[config.mk]
export PLATFORM = sky130hd
export DESIGN_NAME = computie_ad_target_flat
export DESIGN_NICKNAME = d
export VERILOG_FILES = /design/src/rtl/computie_bus_pkg.sv /design/src/rtl/computie_ad_target_if.sv /design/src/rtl/computie_ad_shifter.sv /design/src/rtl/computie_ad_target.sv /design/src/flat_wrapper.sv
export SDC_FILE = /design/constraint.sdc
export NUM_CORES = 1
export LEC_CHECK = 0
export CAP_MARGIN = 20
export CELL_PAD_IN_SITES_DETAIL_PLACEMENT = 2
export CELL_PAD_IN_SITES_GLOBAL_PLACEMENT = 2
export CORE_ASPECT_RATIO = 0.7
export CORE_MARGIN = 2
export CORE_UTILIZATION = 35
export CTS_CLUSTER_DIAMETER = 150
export DETAILED_ROUTE_END_ITERATION = 8
export DONT_BUFFER_PORTS = 1
export PLACE_DENSITY_LB_ADDON = 0.08
export RECOVER_POWER = 25
export SLEW_MARGIN = 20
export SYNTH_ARGS = -nofsm -noshare
export SYNTH_HDL_FRONTEND = slang
export SYNTH_SLANG_ARGS = --single-unit
export TNS_END_PERCENT = 10
[constraint.sdc]
create_clock -name clk -period 2.15 [get_ports clk]
set_input_delay 0.5375 -clock clk [delete_from_list [all_inputs] [get_ports clk]]
set_output_delay 0.5375 -clock clk [all_outputs]
set_load 0.005 [all_outputs]
[src/rtl/computie_bus_pkg.sv]
// Shared definitions for the Computie multiplexed AD bus: responder states,
// active-low strobe constants and beat-count helpers.
package computie_bus_pkg;

  typedef enum logic [2:0] {
    StIdle,
    StAddr,
    StWdata,
    StReq,
    StTurn,
    StRdata,
    StDone,
    StAbort
  } ad_target_state_t;

  localparam logic AsAsserted    = 1'b0;
  localparam logic DtackAsserted = 1'b0;
  localparam logic DtackIdle     = 1'b1;

  function automatic int unsigned beat_count(int unsigned width, int unsigned ad_width);
    return width / ad_width;
  endfunction

  // Counter width able to hold 0..beats inclusive.
  function automatic int unsigned count_bits(int unsigned beats);
    return $clog2(beats + 1);
  endfunction

endpackage

[src/rtl/computie_ad_target_if.sv]
// Pin-side signals of the multiplexed AD bus, as seen by the initiator (master)
// and by the responder (slave).
interface computie_ad_target_if #(
  parameter int unsigned AD_WIDTH = 2
);
  logic                as_n;
  logic                rw;
  logic [AD_WIDTH-1:0] ad_in;
  logic [AD_WIDTH-1:0] ad_out;
  logic                ad_oe;
  logic                dtack_n;

  modport master (
    output as_n, rw, ad_in,
    input  ad_out, ad_oe, dtack_n
  );

  modport slave (
    input  as_n, rw, ad_in,
    output ad_out, ad_oe, dtack_n
  );
endinterface

[src/rtl/computie_ad_shifter.sv]
// MSB-first beat shift register with a beat counter; shifts beats in from the
// pins, or parallel-loads a word and presents its top beat for shifting out.
module computie_ad_shifter
  import computie_bus_pkg::*;
#(
  parameter int unsigned WIDTH    = 8,
  parameter int unsigned AD_WIDTH = 2,
  localparam int unsigned Beats   = beat_count(WIDTH, AD_WIDTH),
  localparam int unsigned Cw      = count_bits(Beats)
) (
  input  logic                clk,
  input  logic                reset_n,
  input  logic                start_i,
  input  logic                shift_i,
  input  logic                load_i,
  input  logic [AD_WIDTH-1:0] beat_i,
  input  logic [WIDTH-1:0]    load_data_i,
  output logic [WIDTH-1:0]    data_o,
  output logic [AD_WIDTH-1:0] beat_o,
  output logic [Cw-1:0]       count_o
);

  logic [WIDTH-1:0]          data_q, data_d;
  logic [Cw-1:0]             count_q, count_d;
  logic [WIDTH+AD_WIDTH-1:0] shifted;

  always_comb begin
    shifted = {data_q, beat_i};
    data_d  = data_q;
    count_d = count_q;
    if (load_i) begin
      data_d  = load_data_i;
      count_d = '0;
    end else begin
      if (shift_i) begin
        data_d = shifted[WIDTH-1:0];
      end
      // start_i restarts the count, so the first beat of a field counts as 1.
      count_d = (start_i ? '0 : count_q) + Cw'(shift_i);
    end
  end

  always_ff @(posedge clk or negedge reset_n) begin
    if (!reset_n) begin
      data_q  <= '0;
      count_q <= '0;
    end else begin
      data_q  <= data_d;
      count_q <= count_d;
    end
  end

  assign data_o  = data_q;
  assign beat_o  = data_q[WIDTH-1 -: AD_WIDTH];
  assign count_o = count_q;

endmodule

[src/rtl/computie_ad_target.sv]
// Responder for the Computie multiplexed AD bus: collects address/write-data
// beats, runs one local register access, and drives read data back on the pins.
module computie_ad_target
  import computie_bus_pkg::*;
#(
  parameter int unsigned AD_WIDTH   = 2,
  parameter int unsigned ADDR_WIDTH = 8,
  parameter int unsigned DATA_WIDTH = 8
) (
  input  logic                   clk,
  input  logic                   reset_n,
  computie_ad_target_if.slave    bus,
  output logic                   req,
  output logic                   we,
  output logic [ADDR_WIDTH-1:0]  addr,
  output logic [DATA_WIDTH-1:0]  wdata,
  input  logic [DATA_WIDTH-1:0]  rdata,
  input  logic                   ack
);

  localparam int unsigned AddrBeats = beat_count(ADDR_WIDTH, AD_WIDTH);
  localparam int unsigned DataBeats = beat_count(DATA_WIDTH, AD_WIDTH);
  localparam int unsigned Acw       = count_bits(AddrBeats);
  localparam int unsigned Dcw       = count_bits(DataBeats);

  ad_target_state_t      state_q, state_d;
  logic                  we_q, we_d;
  logic                  ad_oe_q, ad_oe_d;
  logic [AD_WIDTH-1:0]   ad_out_q, ad_out_d;
  logic                  dtack_n_q, dtack_n_d;
  logic                  disarmed_q, disarmed_d;

  logic                  as_low;
  logic                  a_start, a_shift;
  logic                  d_start, d_shift, d_load;
  logic [Acw-1:0]        addr_cnt;
  logic [Dcw-1:0]        data_cnt;
  logic [AD_WIDTH-1:0]   data_beat;
  logic [AD_WIDTH-1:0]   addr_beat_unused;

  computie_ad_shifter #(
    .WIDTH    (ADDR_WIDTH),
    .AD_WIDTH (AD_WIDTH)
  ) u_addr_shifter (
    .clk         (clk),
    .reset_n     (reset_n),
    .start_i     (a_start),
    .shift_i     (a_shift),
    .load_i      (1'b0),
    .beat_i      (bus.ad_in),
    .load_data_i ('0),
    .data_o      (addr),
    .beat_o      (addr_beat_unused),
    .count_o     (addr_cnt)
  );

  // Shared by write data (shift in) and read data (load, then shift out).
  computie_ad_shifter #(
    .WIDTH    (DATA_WIDTH),
    .AD_WIDTH (AD_WIDTH)
  ) u_data_shifter (
    .clk         (clk),
    .reset_n     (reset_n),
    .start_i     (d_start),
    .shift_i     (d_shift),
    .load_i      (d_load),
    .beat_i      (bus.ad_in),
    .load_data_i (rdata),
    .data_o      (wdata),
    .beat_o      (data_beat),
    .count_o     (data_cnt)
  );

  always_comb begin
    as_low    = (bus.as_n == AsAsserted);
    state_d   = state_q;
    we_d      = we_q;
    ad_oe_d   = 1'b0;
    ad_out_d  = ad_out_q;
    dtack_n_d = DtackIdle;
    a_start   = (state_q == StIdle);
    a_shift   = 1'b0;
    d_start   = (state_q == StIdle) || (state_q == StAddr);
    d_shift   = 1'b0;
    d_load    = 1'b0;

    unique case (state_q)
      StIdle: begin
        if (as_low && !disarmed_q) begin
          a_shift = 1'b1;
          we_d    = ~bus.rw;
          state_d = (AddrBeats == 1) ? (bus.rw ? StReq : StWdata) : StAddr;
        end
      end
      StAddr: begin
        if (!as_low) begin
          state_d = StIdle;
        end else begin
          a_shift = 1'b1;
          if (addr_cnt == Acw'(AddrBeats - 1)) state_d = we_q ? StWdata : StReq;
        end
      end
      StWdata: begin
        if (!as_low) begin
          state_d = StIdle;
        end else begin
          d_shift = 1'b1;
          if (data_cnt == Dcw'(DataBeats - 1)) state_d = StReq;
        end
      end
      StReq: begin
        if (ack) begin
          if (!as_low) begin
            state_d = StIdle;
          end else if (we_q) begin
            state_d   = StDone;
            dtack_n_d = DtackAsserted;
          end else begin
            d_load  = 1'b1;
            state_d = StTurn;
          end
        end else if (!as_low) begin
          state_d = StAbort;
        end
      end
      StTurn: begin
        if (!as_low) begin
          state_d = StIdle;
        end else begin
          d_shift  = 1'b1;
          ad_oe_d  = 1'b1;
          ad_out_d = data_beat;
          state_d  = StRdata;
        end
      end
      StRdata: begin
        if (!as_low) begin
          state_d = StIdle;
        end else if (data_cnt != Dcw'(DataBeats)) begin
          d_shift  = 1'b1;
          ad_oe_d  = 1'b1;
          ad_out_d = data_beat;
        end else begin
          state_d   = StDone;
          dtack_n_d = DtackAsserted;
        end
      end
      StDone: begin
        if (!as_low) state_d = StIdle;
        else         dtack_n_d = DtackAsserted;
      end
      StAbort: begin
        if (ack) state_d = StIdle;
      end
      default: state_d = StIdle;
    endcase

    // A strobe still held low after a transaction must not start another one.
    if (!as_low)                disarmed_d = 1'b0;
    else if (state_q != StIdle) disarmed_d = 1'b1;
    else                        disarmed_d = disarmed_q;
  end

  always_ff @(posedge clk or negedge reset_n) begin
    if (!reset_n) begin
      state_q    <= StIdle;
      we_q       <= 1'b0;
      ad_oe_q    <= 1'b0;
      ad_out_q   <= '0;
      dtack_n_q  <= DtackIdle;
      disarmed_q <= 1'b0;
    end else begin
      state_q    <= state_d;
      we_q       <= we_d;
      ad_oe_q    <= ad_oe_d;
      ad_out_q   <= ad_out_d;
      dtack_n_q  <= dtack_n_d;
      disarmed_q <= disarmed_d;
    end
  end

  assign req         = (state_q == StReq) || (state_q == StAbort);
  assign we          = we_q;
  assign bus.ad_oe   = ad_oe_q;
  assign bus.ad_out  = ad_out_q;
  assign bus.dtack_n = dtack_n_q;

endmodule

[src/flat_wrapper.sv]
// flat-port wrapper written by rule: the top's interface ports become plain ports
module computie_ad_target_flat import computie_bus_pkg::*;
#(
  parameter int unsigned AD_WIDTH   = 2,
  parameter int unsigned ADDR_WIDTH = 8,
  parameter int unsigned DATA_WIDTH = 8
)
  (clk, reset_n, req, we, addr, wdata, rdata, ack, bus_as_n, bus_rw, bus_ad_in, bus_ad_out, bus_ad_oe, bus_dtack_n);
  computie_ad_target_if #(.AD_WIDTH(AD_WIDTH)) bus_i ();
  input  logic clk;
  input  logic reset_n;
  output logic req;
  output logic we;
  output logic [ADDR_WIDTH-1:0] addr;
  output logic [DATA_WIDTH-1:0] wdata;
  input  logic [DATA_WIDTH-1:0] rdata;
  input  logic ack;
  input wire logic [$bits(bus_i.as_n)-1:0] bus_as_n;
  input wire logic [$bits(bus_i.rw)-1:0] bus_rw;
  input wire logic [$bits(bus_i.ad_in)-1:0] bus_ad_in;
  output wire logic [$bits(bus_i.ad_out)-1:0] bus_ad_out;
  output wire logic [$bits(bus_i.ad_oe)-1:0] bus_ad_oe;
  output wire logic [$bits(bus_i.dtack_n)-1:0] bus_dtack_n;
  assign bus_i.as_n = bus_as_n;
  assign bus_i.rw = bus_rw;
  assign bus_i.ad_in = bus_ad_in;
  assign bus_ad_out = bus_i.ad_out;
  assign bus_ad_oe = bus_i.ad_oe;
  assign bus_dtack_n = bus_i.dtack_n;
  computie_ad_target #(.AD_WIDTH(AD_WIDTH), .ADDR_WIDTH(ADDR_WIDTH), .DATA_WIDTH(DATA_WIDTH)) u_core (.clk(clk), .reset_n(reset_n), .bus(bus_i), .req(req), .we(we), .addr(addr), .wdata(wdata), .rdata(rdata), .ack(ack));
endmodule
# Word-level counts from Yosys, hierarchy flattened
# Index checks and enable logic that the tools add are counted.
totals:
  register_bits: 31
  in_bits: 15
  output_inout_bits: 22
  elab_cells: 90
op_classes:
  addsub: 2
  n_eq_ne: 20
  mux: 43
  bitwise: 2
  n_reduce_logical: 13
ops:
  columns: ["cell", "n"]
  rows:
  - ["3-bit 2-to-1 mux", 16]
  - ["3-bit one-hot mux with 8 select lines", 1]
  - ["8-bit 2-to-1 mux", 2]
  - ["1-bit 2-to-1 mux", 15]
  - ["3-bit by 2-bit == test with 1-bit output (second input constant)", 4]
  - ["3-bit == test (second input constant)", 4]
  - ["3-bit != test (second input constant)", 4]
  - ["2-bit 2-to-1 mux", 4]
  - ["2-bit != test (second input constant)", 4]
  - ["7-bit AND reduction", 1]
  - ["3-bit by 1-bit adder with 3-bit output", 2]
  - ["1-bit one-hot mux with 2 select lines", 3]
  - ["2-bit nonzero test", 3]
  - ["2-bit by 1-bit != test with 1-bit output (second input constant)", 2]
  - ["2-bit one-hot mux with 2 select lines", 1]
  - ["4-bit AND reduction", 1]
  - ["3-bit by 1-bit == test with 1-bit output (second input constant)", 1]
  - ["3-bit zero test", 1]
  - ["3-bit by 2-bit != test with 1-bit output (second input constant)", 1]
  - ["1-bit one-hot mux with 3 select lines", 1]
  - ["3-bit nonzero test", 1]
  - ["1-bit logical OR", 2]
  - ["1-bit NOT", 2]
  - ["2-bit AND reduction", 1]
  - ["3 further kinds", 3]

# Depth between registers and ports, before layout
logic_depth:
  word_depth: 6
  ltp_mapped: 10
  depth_no_buf: 7

# Hierarchy
# A second synthesis with hierarchy kept.
hier_totals:
  cells_unflattened: 167
  area_unflattened_um2: 1667.8
modules_own_cells:
  columns: ["mod", "instances", "cells_per_inst", "area_per_inst_um2", "seq_area_each_um2"]
  rows:
  - ["computie_ad_shifter", 2, 49, 546.8, 275.3]
  - ["computie_ad_target", 1, 69, 574.3, 226.5]

# Least setup slack after synthesis
# Ideal clock, no wire load.
synth_timing:
  kind: "reg2reg"
  from: "register u_core.u_data_shifter.count_q[0] (netlist: u_core.u_data_shifter.count_o[0])"
  to: "register u_core.u_data_shifter.count_q[1] (netlist: u_core.u_data_shifter.count_o[1])"
  setup_ps: 119
  t_arrival_ps: 1971
  required_time_ps: 2031
  setup_slack_ps: 60
  stages_incl_launch_ff: 9
  path_buffers: 2
  synth_period_minus_slack_ps: 2090
  path_cell_list: "dfrtp_1 > or3b_4 > a22o_1 > buf_6 > and2_4 > buf_6 > ha_1 > ha_1 > and2_1"
synth_via:
  elab_chain_cells: 6
  word_cells_on_any_way: 7
  classes_between: "add/sub: 1; eq/ne: 1; mux: 5"
synth_lines:
  columns: ["element", "line", "source"]
  rows:
  - ["start, declared", "computie_ad_shifter.sv:24", "logic [Cw-1:0] count_q, count_d;"]
  - ["start signal, assigned", "computie_ad_shifter.sv:49", "count_q <= count_d;"]
  - ["3-bit != test", "computie_ad_target.sv:139", "end else if (data_cnt != Dcw'(DataBeats)) begin"]
  - ["1-bit 2-to-1 mux", "computie_ad_target.sv:139", null]
  - ["1-bit 2-to-1 mux", "computie_ad_target.sv:137", "if (!as_low) begin"]
  - ["1-bit one-hot mux with 2 select lines", "computie_ad_target.sv:87", "unique case (state_q)"]
  - ["3-bit by 1-bit adder with 3-bit output *", "computie_ad_shifter.sv:39", "count_d = (start_i ? '0 : count_q) + Cw'(shift_i);"]
  - ["3-bit 2-to-1 mux *", "computie_ad_shifter.sv:31", "if (load_i) begin"]
  - ["named net u_core.u_data_shifter.count_d[1]", "computie_ad_shifter.sv:24", null]
# Mark *: on every way through the listed nets, which the timed path passes. The rest lies on a longest branch.
# A chain may end at the register's enable or synchronous reset.

# Worst setup path in the final report
layout_timing:
  from: "register u_core.u_data_shifter.count_q[0] (netlist: u_core.u_data_shifter.count_o[0])"
  to: "register u_core.u_data_shifter.count_q[2] (netlist: u_core.u_data_shifter.count_o[2])"
# The elaborated chain is that of the path after synthesis.

==> flow_summary.yaml <==
outcome:
  run_status: "finished, violations left"
  violations: "max-capacitance violations, max-slew violations"
sta:
  fin_crit_ps: 2000
  rsz0062_at_grt: "false"
  fmax_mhz: 501
  finalSetupTns_ps: 0
  finalSetupViolCount: 0
  max-slew-margin-rel_pct: -11.4
  worst_slew_pin_slew_ps: 1670
  fin_skew_ps: 5.69
  finalMaxSlewViolations: 31
  hold_viol_final: 0
  post-route-period-util_pct: 92.8
clock_network:
  post_cts_buffers: 0
  cts_buffers: 5
  clk_latency_ps: 280
  cts_max_level: 2
  tritoncts: "yes"
  clock-sinks: 31
  cts_max_path_buffers: 2
  cts-root-buf: "clkbuf_8"
  clkSlewWorstSetupHoldPaths_ps: 70
global_route:
  antenna_found_initial: 0
  track_usage_pct: 17.9
  use_met2_pct: 28.2
  grt_max_degree: 31
  grt_pass1_wl_um: 6960
  met1_usage_pct: 23.7
  grt_pass1_vias: 1333
  top_usage_layer: "met2"
  grt.overflow.total: 0
  grt_use_met3_pct: 5.85
yosys:
  syn_inst: 149
  ys_warn_count: 0
  ys_seq_elements: 31
  ys.flop_type: "dfrtp_1"
  yosysMostFrequentCell: "dfrtp_1"
  syn_area_per_cell_um2: 10.9
  syn_nets: 168
  synth_edf_count: 0
  yosysTopAreaCell: "dfrtp_1"
  synth_top_area_share_pct: 46.3
  syn_area_mm2: 0.00162
  yosysSeqAreaShare_pct: 47.9
  ys_types: 40
  synthArstFlopShare_pct: 100
  synth_common_cells: "30 x dfrtp_1, 19 x nand2_1, 10 x mux2_2, 9 x nand3b_1"
  ys_top_cells_by_area: "dfrtp_1 46%, mux2_2 6.9%, o211ai_2 6.2%"
die:
  die_w_um: 85.4
  ios: 37
  core-area_mm2: 0.00440
  rows: 20
  die_h_um: 61.0
  design.die.area_mm2: 0.00521
  initial_core_util_pct: 36.8
routing:
  drt_wl_total_um: 4240
  routedWlPerCell_um: 20.1
  first_pass_iters: 4
  drt_iter0_markers: 39
  via_per_inst: 5.61
  vias: 1183
  drc: 0
  ant_nets: 0
worst_setup_path:
  worst_path_max_delay_cell: "or3b_4"
  critPathCaptureType: "register"
  startpoint_type: "register"
  cpLargestDelayFamily: "simple AND/OR/NAND/NOR gates"
  worstPathCellList: "or3b_4, a22o_1, and2_4, ha_1, ha_1, xor2_1, nor2_1"
  worstPathArrival_ps: 2150
  r2r_setup_slack_ps: 150
  path_common_cell: "ha_1"
  path_class: "reg -> reg"
  path_max_fanout: 9
  crit_required_ps: 2310
  crit_buf_inv: 0
  critPathMaxStageDelay_ps: 410
run:
  drv_cap: 1
final_layout:
  register_area_um2: 777
  n_antenna_cell: 0
  drive_above_1_share_pct: 25.0
  nets: 175
  fill_cells: 475
  multi_input_area_um2: 767
  area_growth_pct: 10.3
placed_design:
  gp_congestion: 0.780
  portBuffers: 0
  hpwl_um: 3100
power_and_ir_drop:
  leakage_nw: 0.828
  finalPower_mw: 2.42
  ir_worst_vdd_uv: 457
  p_per_area_mw_per_mm2: 1350
worst_hold_path:
  hp-class: "in -> async"
[logic make-up (layout without fill, tap and decap cells)]
family                     Yosys count  after routing  synth area share [%]
AOI/OAI and AO/OA                   30             30                  16.2
buffers and inverters               16             23                  4.86
DFF                                 31             31                  47.9
and+or+nand+nor                     52             52                  17.5
muxes                               13             13                  8.87
adders and majority gates            4              4                  3.08
xor gates and xnor gates             3              3                  1.62
[power breakdown]
part	leakage [nW]	internal (mW)	switching (mW)
Sequential	0.390	0.814	0.252
Clock	0.0470	0.251	0.212
Combinational	0.391	0.439	0.454
[state kept, by name, indices dropped and copies added, names as in the netlist]
register and cells:
u_core.u_data_shifter.data_o 8, u_core.we 1, u_core.bus.dtack_n 1, u_core.state_q 3, u_core.bus.ad_out 2, u_core.u_data_shifter.count_o 3
u_core.bus.ad_oe 1, u_core.u_addr_shifter.data_o 8, u_core.u_addr_shifter.count_o 3, u_core.disarmed_q 1
[path summary, 6_finish.rpt]
path / startpoint / to / cells after the start
worst max-delay path: u_core.u_data_shifter.count_o[0]$_DFF_PN0_ / u_core.u_data_shifter.count_o[2]$_DFF_PN0_ / 7
worst min-delay path: reset_n / u_core.bus.dtack_n$_DFF_PN1_ / 0
worst min register to register: u_core.bus.ad_out[1]$_DFFE_PN0P_ / u_core.bus.ad_out[1]$_DFFE_PN0P_ / 1
worst max register to register: u_core.u_data_shifter.count_o[0]$_DFF_PN0_ / u_core.u_data_shifter.count_o[2]$_DFF_PN0_ / 7
max in group asynchronous: reset_n / u_core.u_addr_shifter.data_o[3]$_DFFE_PN0P_ / 1
min in group clk: bus_as_n / u_core.disarmed_q$_DFFE_PN0P_ / 1
[final cells by class]
| class | instances | area share, % |
|---|---|---|
| Multi-Input combinational cell | 102 | 42.8 |
| Clock inverter | 1 | 0.280 |
| Sequential cell | 31 | 43.4 |
| Tap cell | 55 | 3.84 |
| Clock buffer | 6 | 4.61 |
| Inverter | 7 | 1.47 |
| Timing Repair Buffer | 9 | 3.56 |
[layer usage]
layer  part of all wire (%)  wire length, µm  vias up
li1                       -                -      541
met3                    6.2              263        5
met1                     46             1950      604
met4                   0.94               40        0
met5                      0                0        -
met2                     47             1980       33
[layout by cell type (no fill, tap or decap), types with 2 or more instances in the layout]
cell type  netlist  routed
dfrtp_1         30      30
o22a_1           2       2
nand2_1         19      19
ha_1             4       4
inv_1            7       7
mux2i_1          2       2
o21a_1           2       2
o21ai_0          5       5
and2_1           4       4
nor2_1           8       8
o211ai_2         8       8
mux2_2          10      10
a21oi_1          4       4
buf_4            1       8
nand3b_1         9       9
clkbuf_8         0       6
xor2_1           2       2
nor3_1           3       3
[through the flow]
step / area [µm²] / setup WS (ps) / utilization [%] / instances / hold slack [ps]
floorplan: 1620 / 60.2 / - / 149 / 242
global placement: 1700 / 198 / 38.6 / 203 / 243
detailed placement: 1700 / 146 / 38.6 / 203 / 242
CTS: 1810 / 137 / 41.0 / 211 / 77.3
global route: 1790 / 46.2 / 40.7 / 211 / 78.5
finish: 1790 / 154 / 40.7 / 211 / 94.3
[repair_timing]
item / in CTS / in global routing
gates resized for setup: 0 / 0
hold endpoints to repair: 30 / 0
hold buffers: 1 / 0
Power figures use the tool's default switching activity.
